$ cat src/rtl/fib_arb_pkg.sv
// fib_arb_pkg: shared constants, FSM state encoding and helpers for the
// Fibonacci job arbiter (fib_arbiter, fib_rr_pick, fib_arbiter_if).
// Optional build macro used by fib_arbiter: FIB_ARB_TIMEOUT_EN.
package fib_arb_pkg;

    localparam int NREQ           = 4;   // number of requesters
    localparam int N_W            = 5;   // addition-count width
    localparam int DATA_W         = 17;  // result width
    localparam int N_MAX          = 24;  // largest count the adder accepts
    localparam int TIMEOUT_CYCLES = 63;  // WAIT cycles before giving up
    localparam int ID_W           = 2;   // requester id width
    localparam int CNT_W          = 6;   // timeout counter width

    typedef enum logic [1:0] {
        IDLE  = 2'd0,
        ISSUE = 2'd1,
        WAIT  = 2'd2,
        RESP  = 2'd3
    } state_t;

    // One-hot strobe for requester id.
    function automatic logic [NREQ-1:0] id_onehot(input logic [ID_W-1:0] id);
        logic [NREQ-1:0] oh;
        oh     = '0;
        oh[id] = 1'b1;
        return oh;
    endfunction

endpackage

$ cat src/rtl/fib_arbiter_if.sv
// fib_arbiter_if: requester and adder signals of the Fibonacci job arbiter.
//   req        requester -> arbiter, one bit per requester
//   req_n      requester -> arbiter, packed 5-bit counts (requester i at [5i+4:5i])
//   resp_valid arbiter -> requester, one-hot one-cycle completion strobe
//   resp_data  arbiter -> requester, result for the strobed requester
//   resp_err   arbiter -> requester, error flag qualified by resp_valid
//   adder_n    arbiter -> adder, addition count
//   adder_go   arbiter -> adder, start level
//   adder_done adder -> arbiter, completion
//   adder_data adder -> arbiter, result valid with adder_done
//   busy       arbiter status, high outside IDLE
// modport slave is the arbiter side, modport master the environment side.
interface fib_arbiter_if;
    import fib_arb_pkg::*;

    logic [NREQ-1:0]     req;
    logic [NREQ*N_W-1:0] req_n;
    logic [NREQ-1:0]     resp_valid;
    logic [DATA_W-1:0]   resp_data;
    logic                resp_err;
    logic [N_W-1:0]      adder_n;
    logic                adder_go;
    logic                adder_done;
    logic [DATA_W-1:0]   adder_data;
    logic                busy;

    modport slave (
        input  req, req_n, adder_done, adder_data,
        output resp_valid, resp_data, resp_err, adder_n, adder_go, busy
    );

    modport master (
        output req, req_n, adder_done, adder_data,
        input  resp_valid, resp_data, resp_err, adder_n, adder_go, busy
    );

endinterface

$ cat src/rtl/fib_rr_pick.sv
// fib_rr_pick: combinational round-robin selector.
//   req      in   request vector, bit i = requester i
//   pointer  in   requester with highest priority this round
//   valid    out  any request present
//   grant_id out  first requesting id at or after pointer (wrapping)
module fib_rr_pick
    import fib_arb_pkg::*;
(
    input  logic [NREQ-1:0] req,
    input  logic [ID_W-1:0] pointer,
    output logic            valid,
    output logic [ID_W-1:0] grant_id
);

    // Candidate k is the requester k positions after the pointer; the
    // ID_W-bit addition wraps for free because NREQ is a power of two.
    logic [ID_W-1:0] cand_id [NREQ];
    logic [NREQ-1:0] cand_req;

    genvar gi;
    generate
        for (gi = 0; gi < NREQ; gi++) begin : g_cand
            assign cand_id[gi]  = pointer + ID_W'(gi);
            assign cand_req[gi] = req[cand_id[gi]];
        end
    endgenerate

    // Scan from the far end so the nearest candidate is written last.
    always_comb begin
        valid    = |req;
        grant_id = pointer;
        for (int k = NREQ - 1; k >= 0; k--) begin
            if (cand_req[k]) begin
                grant_id = cand_id[k];
            end
        end
    end

endmodule

$ cat src/rtl/fib_arbiter.sv
// fib_arbiter: shares one Fibonacci adder among four requesters.
//   clk    in  system clock, all state on rising edge
//   reset  in  asynchronous active-low reset
//   bus    fib_arbiter_if.slave: req/req_n in, resp_* out, adder_* handshake,
//          busy status
// A job is picked round-robin in IDLE, its id and count are latched, the
// count goes to the adder (ISSUE/WAIT) unless it is out of range, and the
// result is strobed back to the requester for one cycle in RESP.
// Build option: define FIB_ARB_TIMEOUT_EN to abandon a WAIT after
// TIMEOUT_CYCLES cycles without adder_done, reporting resp_err.
module fib_arbiter
    import fib_arb_pkg::*;
(
    input  logic          clk,
    input  logic          reset,
    fib_arbiter_if.slave  bus
);

    logic [N_W-1:0] n_arr [NREQ];

    genvar gi;
    generate
        for (gi = 0; gi < NREQ; gi++) begin : g_unpack
            assign n_arr[gi] = bus.req_n[gi*N_W +: N_W];
        end
    endgenerate

    state_t            state_reg;
    logic [ID_W-1:0]   id_reg;
    logic [N_W-1:0]    n_reg;
    logic [ID_W-1:0]   ptr_reg;
    logic [NREQ-1:0]   resp_valid_reg;
    logic [DATA_W-1:0] resp_data_reg;
    logic              resp_err_reg;
    logic [N_W-1:0]    adder_n_reg;
    logic              adder_go_reg;
    logic              busy_reg;
`ifdef FIB_ARB_TIMEOUT_EN
    logic [CNT_W-1:0]  tmo_cnt_reg;
`endif

    logic              pick_valid;
    logic [ID_W-1:0]   pick_id;

    fib_rr_pick u_pick (
        .req      (bus.req),
        .pointer  (ptr_reg),
        .valid    (pick_valid),
        .grant_id (pick_id)
    );

    always_ff @(posedge clk or negedge reset) begin
        if (!reset) begin
            state_reg      <= IDLE;
            id_reg         <= '0;
            n_reg          <= '0;
            ptr_reg        <= '0;
            resp_valid_reg <= '0;
            resp_data_reg  <= '0;
            resp_err_reg   <= 1'b0;
            adder_n_reg    <= '0;
            adder_go_reg   <= 1'b0;
            busy_reg       <= 1'b0;
`ifdef FIB_ARB_TIMEOUT_EN
            tmo_cnt_reg    <= '0;
`endif
        end else begin
            case (state_reg)
                IDLE: begin
                    if (pick_valid) begin
                        id_reg    <= pick_id;
                        n_reg     <= n_arr[pick_id];
                        busy_reg  <= 1'b1;
                        state_reg <= ISSUE;
                    end
                end

                ISSUE: begin
                    if (n_reg > N_W'(N_MAX)) begin
                        // Out-of-range count never reaches the adder.
                        resp_valid_reg <= id_onehot(id_reg);
                        resp_data_reg  <= '0;
                        resp_err_reg   <= 1'b1;
                        ptr_reg        <= id_reg + ID_W'(1);
                        state_reg      <= RESP;
                    end else begin
                        adder_n_reg  <= n_reg;
                        adder_go_reg <= 1'b1;
                        state_reg    <= WAIT;
`ifdef FIB_ARB_TIMEOUT_EN
                        tmo_cnt_reg  <= '0;
`endif
                    end
                end

                WAIT: begin
                    // A completion in the final timeout cycle still wins.
                    if (bus.adder_done) begin
                        resp_valid_reg <= id_onehot(id_reg);
                        resp_data_reg  <= bus.adder_data;
                        resp_err_reg   <= 1'b0;
                        adder_go_reg   <= 1'b0;
                        ptr_reg        <= id_reg + ID_W'(1);
                        state_reg      <= RESP;
                    end
`ifdef FIB_ARB_TIMEOUT_EN
                    else if (tmo_cnt_reg == CNT_W'(TIMEOUT_CYCLES - 1)) begin
                        resp_valid_reg <= id_onehot(id_reg);
                        resp_data_reg  <= '0;
                        resp_err_reg   <= 1'b1;
                        adder_go_reg   <= 1'b0;
                        ptr_reg        <= id_reg + ID_W'(1);
                        state_reg      <= RESP;
                    end else begin
                        tmo_cnt_reg <= tmo_cnt_reg + CNT_W'(1);
                    end
`endif
                end

                RESP: begin
                    resp_valid_reg <= '0;
                    busy_reg       <= 1'b0;
                    state_reg      <= IDLE;
                end

                default: begin
                    resp_valid_reg <= '0;
                    adder_go_reg   <= 1'b0;
                    busy_reg       <= 1'b0;
                    state_reg      <= IDLE;
                end
            endcase
        end
    end

    assign bus.resp_valid = resp_valid_reg;
    assign bus.resp_data  = resp_data_reg;
    assign bus.resp_err   = resp_err_reg;
    assign bus.adder_n    = adder_n_reg;
    assign bus.adder_go   = adder_go_reg;
    assign bus.busy       = busy_reg;

endmodule

$ cat src/flat_wrapper.sv
// flat-port wrapper written by rule: the top's interface ports become plain ports
module fib_arbiter_flat import fib_arb_pkg::*;
  (clk, reset, bus_req, bus_req_n, bus_adder_done, bus_adder_data, bus_resp_valid, bus_resp_data, bus_resp_err, bus_adder_n, bus_adder_go, bus_busy);
  fib_arbiter_if bus_i ();
  input  logic clk;
  input  logic reset;
  input wire logic [$bits(bus_i.req)-1:0] bus_req;
  input wire logic [$bits(bus_i.req_n)-1:0] bus_req_n;
  input wire logic [$bits(bus_i.adder_done)-1:0] bus_adder_done;
  input wire logic [$bits(bus_i.adder_data)-1:0] bus_adder_data;
  output wire logic [$bits(bus_i.resp_valid)-1:0] bus_resp_valid;
  output wire logic [$bits(bus_i.resp_data)-1:0] bus_resp_data;
  output wire logic [$bits(bus_i.resp_err)-1:0] bus_resp_err;
  output wire logic [$bits(bus_i.adder_n)-1:0] bus_adder_n;
  output wire logic [$bits(bus_i.adder_go)-1:0] bus_adder_go;
  output wire logic [$bits(bus_i.busy)-1:0] bus_busy;
  assign bus_i.req = bus_req;
  assign bus_i.req_n = bus_req_n;
  assign bus_i.adder_done = bus_adder_done;
  assign bus_i.adder_data = bus_adder_data;
  assign bus_resp_valid = bus_i.resp_valid;
  assign bus_resp_data = bus_i.resp_data;
  assign bus_resp_err = bus_i.resp_err;
  assign bus_adder_n = bus_i.adder_n;
  assign bus_adder_go = bus_i.adder_go;
  assign bus_busy = bus_i.busy;
  fib_arbiter u_core (.clk(clk), .reset(reset), .bus(bus_i));
endmodule
$ cat config.mk
export PLATFORM = sky130hd
export DESIGN_NAME = fib_arbiter_flat
export DESIGN_NICKNAME = d
export VERILOG_FILES = /design/src/rtl/fib_arb_pkg.sv /design/src/rtl/fib_arbiter_if.sv /design/src/rtl/fib_rr_pick.sv /design/src/rtl/fib_arbiter.sv /design/src/flat_wrapper.sv
export SDC_FILE = /design/constraint.sdc
export NUM_CORES = 1
export LEC_CHECK = 0
export ABC_AREA = 1
export CAP_MARGIN = 15
export CORE_AREA = 2 2 88 107
export CTS_BUF_LIST = sky130_fd_sc_hd__clkbuf_2
export DETAILED_ROUTE_END_ITERATION = 10
export DIE_AREA = 0 0 90 109
export PLACE_DENSITY_LB_ADDON = 0.25
export SYNTH_ARGS = -nofsm -noshare
export SYNTH_HDL_FRONTEND = slang
export SYNTH_SLANG_ARGS = --single-unit
$ cat constraint.sdc
create_clock -name clk -period 2.3 [get_ports clk]
set_input_delay 0.345 -clock clk [delete_from_list [all_inputs] [get_ports clk]]
set_output_delay 0.345 -clock clk [all_outputs]
set_load 0.01 [all_outputs]
==> metrics.yaml <==
area_growth_pct: 40.6
maxSlewHeadroom: 0.423
ctsResizeCount: 0
crit_chain: "inv_1 > ha_1 > inv_1 > nor2_1 > nor2_4 > inv_2 > a21oi_4 > inv_2 > nand2_1 > o21ai_0"
slowest_delay_ns: 0.43
holdCritPathClass: "primary input to async pin"
hold_violations: 0
routed_wl_mm: 5.39
viasPerCell: 4.23
required_ns: 2.58
grt_usage: 0.115
grt-ovfl-total: 0
tritoncts: "built"
antenna_found_initial: 0
start_kind: "register"
finalWeightedCongestion: 0.817
grt_start_max_net_pins: 41
core_area_um2: 8840
worst-path-max-fanout: 19
die-width_um: 90
maxCapViolCount: 0
powerDensity_nw_per_um2: 1340
start_util: 0.242
async_flop_share: 1.00
synthTopCellsByArea: "dfrtp_1, nand2_1, nand3_1, ha_1, o21ai_0"
grt_pass1_vias: 1983
crit_slowest_cell: "dfrtp_1"
design.die.area_um2: 9810
grt_pass1_wl_mm: 9.25
ys_ff_latch: 40
ys_warn_count: 0
drv_slew: 0
outcome: "finished clean"
crit_buf_inv: 4
layout-drive-gt1-share: 0.0798
clock-sinks: 40
fin_total_pwr_uw: 4040
grt_setup_unrepaired: "false"
fmax_mhz: 481
clkLatencyLatePin_ns: 0.39
cts_buffers: 5
synth_edf_count: 0
cts_buffer_depth: 2
portBuffers: 72
synth_area_per_cell_um2: 7.77
cp_top_family: "simple AND/OR/NAND/NOR gates"
crit_path_end_kind: "register"
synth_seq_area_share: 0.467
synth_top_cell_area_share: 0.467
finalSetupViolCount: 0
worst_slew_pin_slew_ns: 0.866
drt-pass1-iter-count: 4
io_pins: 73
diodes: 0
fin_nets: 403
crit_type: "register to register"
post_cts_buffers: 0
ir_drop_uv: 411
num_vias: 1991
die_y_um: 109
routedWlPerCell_um: 11.4
fill_cells: 959
fin_crit_sh: 0.905
clk_pin_slew_ns: 0.19
yosysUniqueCellTypes: 24
yosysTopAreaCell: "dfrtp_1"
ant_nets: 0
p_leak_uw: 0.00147
fin_tns_setup_ns: 0
drtIter0Drc: 84
largest_register_ffs: 17
yosys_most_used_dff: "dfrtp_1"
synth_fp_nets: 329
finalCriticalPeriod_ns: 2.08
syn_inst: 276
syn_area_um2: 2140
row_count: 38
route.detailed.drc: 0
cts_root_buffer: "clkbuf_2"
skew_ns: 0.00667
h-tree-depth: 2
critPathArrivalTime_ns: 2.36
dp_hpwl_mm: 4.15
cts_hold_buffers: 0
==> path summary, 6_finish.rpt <==
| check | start | end | slack (ns) | depth (start not counted) |
|---|---|---|---|---|
| setup reg to reg | u_core.state_reg[0] | u_core.bus.resp_err | 0.22 | 10 |
| hold / removal | reset | u_core.bus.resp_data[12] | 0.04 | 1 |
| min in group clk | u_core.bus.resp_data[2] | u_core.bus.resp_data[2] | 0.49 | 2 |
| max in group asynchronous | reset | u_core.bus.adder_n[3] | 1.73 | 1 |
| setup / recovery | u_core.state_reg[0] | u_core.bus.resp_err | 0.22 | 10 |
| hold reg to reg | u_core.bus.resp_data[2] | u_core.bus.resp_data[2] | 0.49 | 2 |
==> cell type report <==
class / instances / area (µm²) / share of cell area
clock buffers: 7 / 35.0 / 0.0116
clock inverters: 1 / 3.75 / 0.00125
well taps: 120 / 150 / 0.0498
inverters: 28 / 108 / 0.0357
repair buffers: 75 / 738 / 0.245
multi-input cells: 200 / 977 / 0.324
flip-flops and latches: 40 / 1000 / 0.332
==> Yosys cell counts (2+ instances only) <==
cell type and n:
ha_1 9, o21ai_0 19, inv_1 20, nand3_1 52
nor2_1 11, nand2_1 95, nand2_2 3, dfrtp_1 40
clkbuf_1 3, a21oi_1 2, inv_2 7, buf_6 3
==> placed cells by master, fill, tap and decap left out <==
master	synthesis	routed
a21oi_4	1	1
nand3_2	1	1
buf_2	1	1
dfrtp_1	40	40
a21oi_1	2	2
o21ai_0	19	19
inv_4	1	1
clkinv_1	0	1
buf_4	1	3
inv_2	7	7
o21ai_1	1	1
nand2_2	3	3
clkbuf_2	0	7
nand3_1	52	52
a21oi_2	1	1
nor2_2	1	1
ha_1	9	9
o22ai_1	1	1
clkdlybuf4s50_1	0	71
nand2_1	95	95
a31oi_2	1	1
nor2_4	1	1
nand4_1	1	1
nor2_1	11	11
inv_1	20	20
==> per-layer routing <==
metal  share of wire  global-route usage  vias to the layer above
li1                -                   -                     1036
met2            0.46               0.197                       65
met3           0.061              0.0318                        5
met5               0                   0                        -
met1            0.46               0.144                      885
met4           0.013              0.0330                        0
==> worst reg2reg max path: cells and delay by family (launching register included) <==
kind / cells / cell delay, ns
simple gates: 3 / 0.54
compound gates: 2 / 0.27
fa+ha+maj: 1 / 0.22
buf+inv: 4 / 0.52
flops: 1 / 0.43
==> where the power goes <==
group / internal, µW / switching [µW]
combinational: 1020 / 1460
clock: 81.5 / 218
sequential: 1030 / 227
total: 2130 / 1910
==> stage by stage <==
stage | cells | setup slack [ns] | utilization | cell area, µm² | hold slack, ns
floorplan | 276 | 0.591 | - | 2140 | 0.0494
global placement | 463 | 0.139 | 0.336 | 2970 | 0.452
detailed placement | 463 | 0.157 | 0.336 | 2970 | 0.458
CTS | 471 | 0.221 | 0.341 | 3010 | 0.0584
global route | 471 | 0.0390 | 0.341 | 3010 | 0.0875
finish | 471 | 0.219 | 0.341 | 3010 | 0.0392
==> logic make-up after synthesis <==
logic type               Yosys count  share of synthesized area
AO/OA/AOI/OAI                     26                     0.0718
flip-flops                        40                      0.467
adder cells (fa/ha/maj)            9                     0.0525
AND/OR/NAND/NOR                  165                      0.332
buffers and inverters             36                     0.0771
No activity file was read; power rests on OpenSTA's default activity.
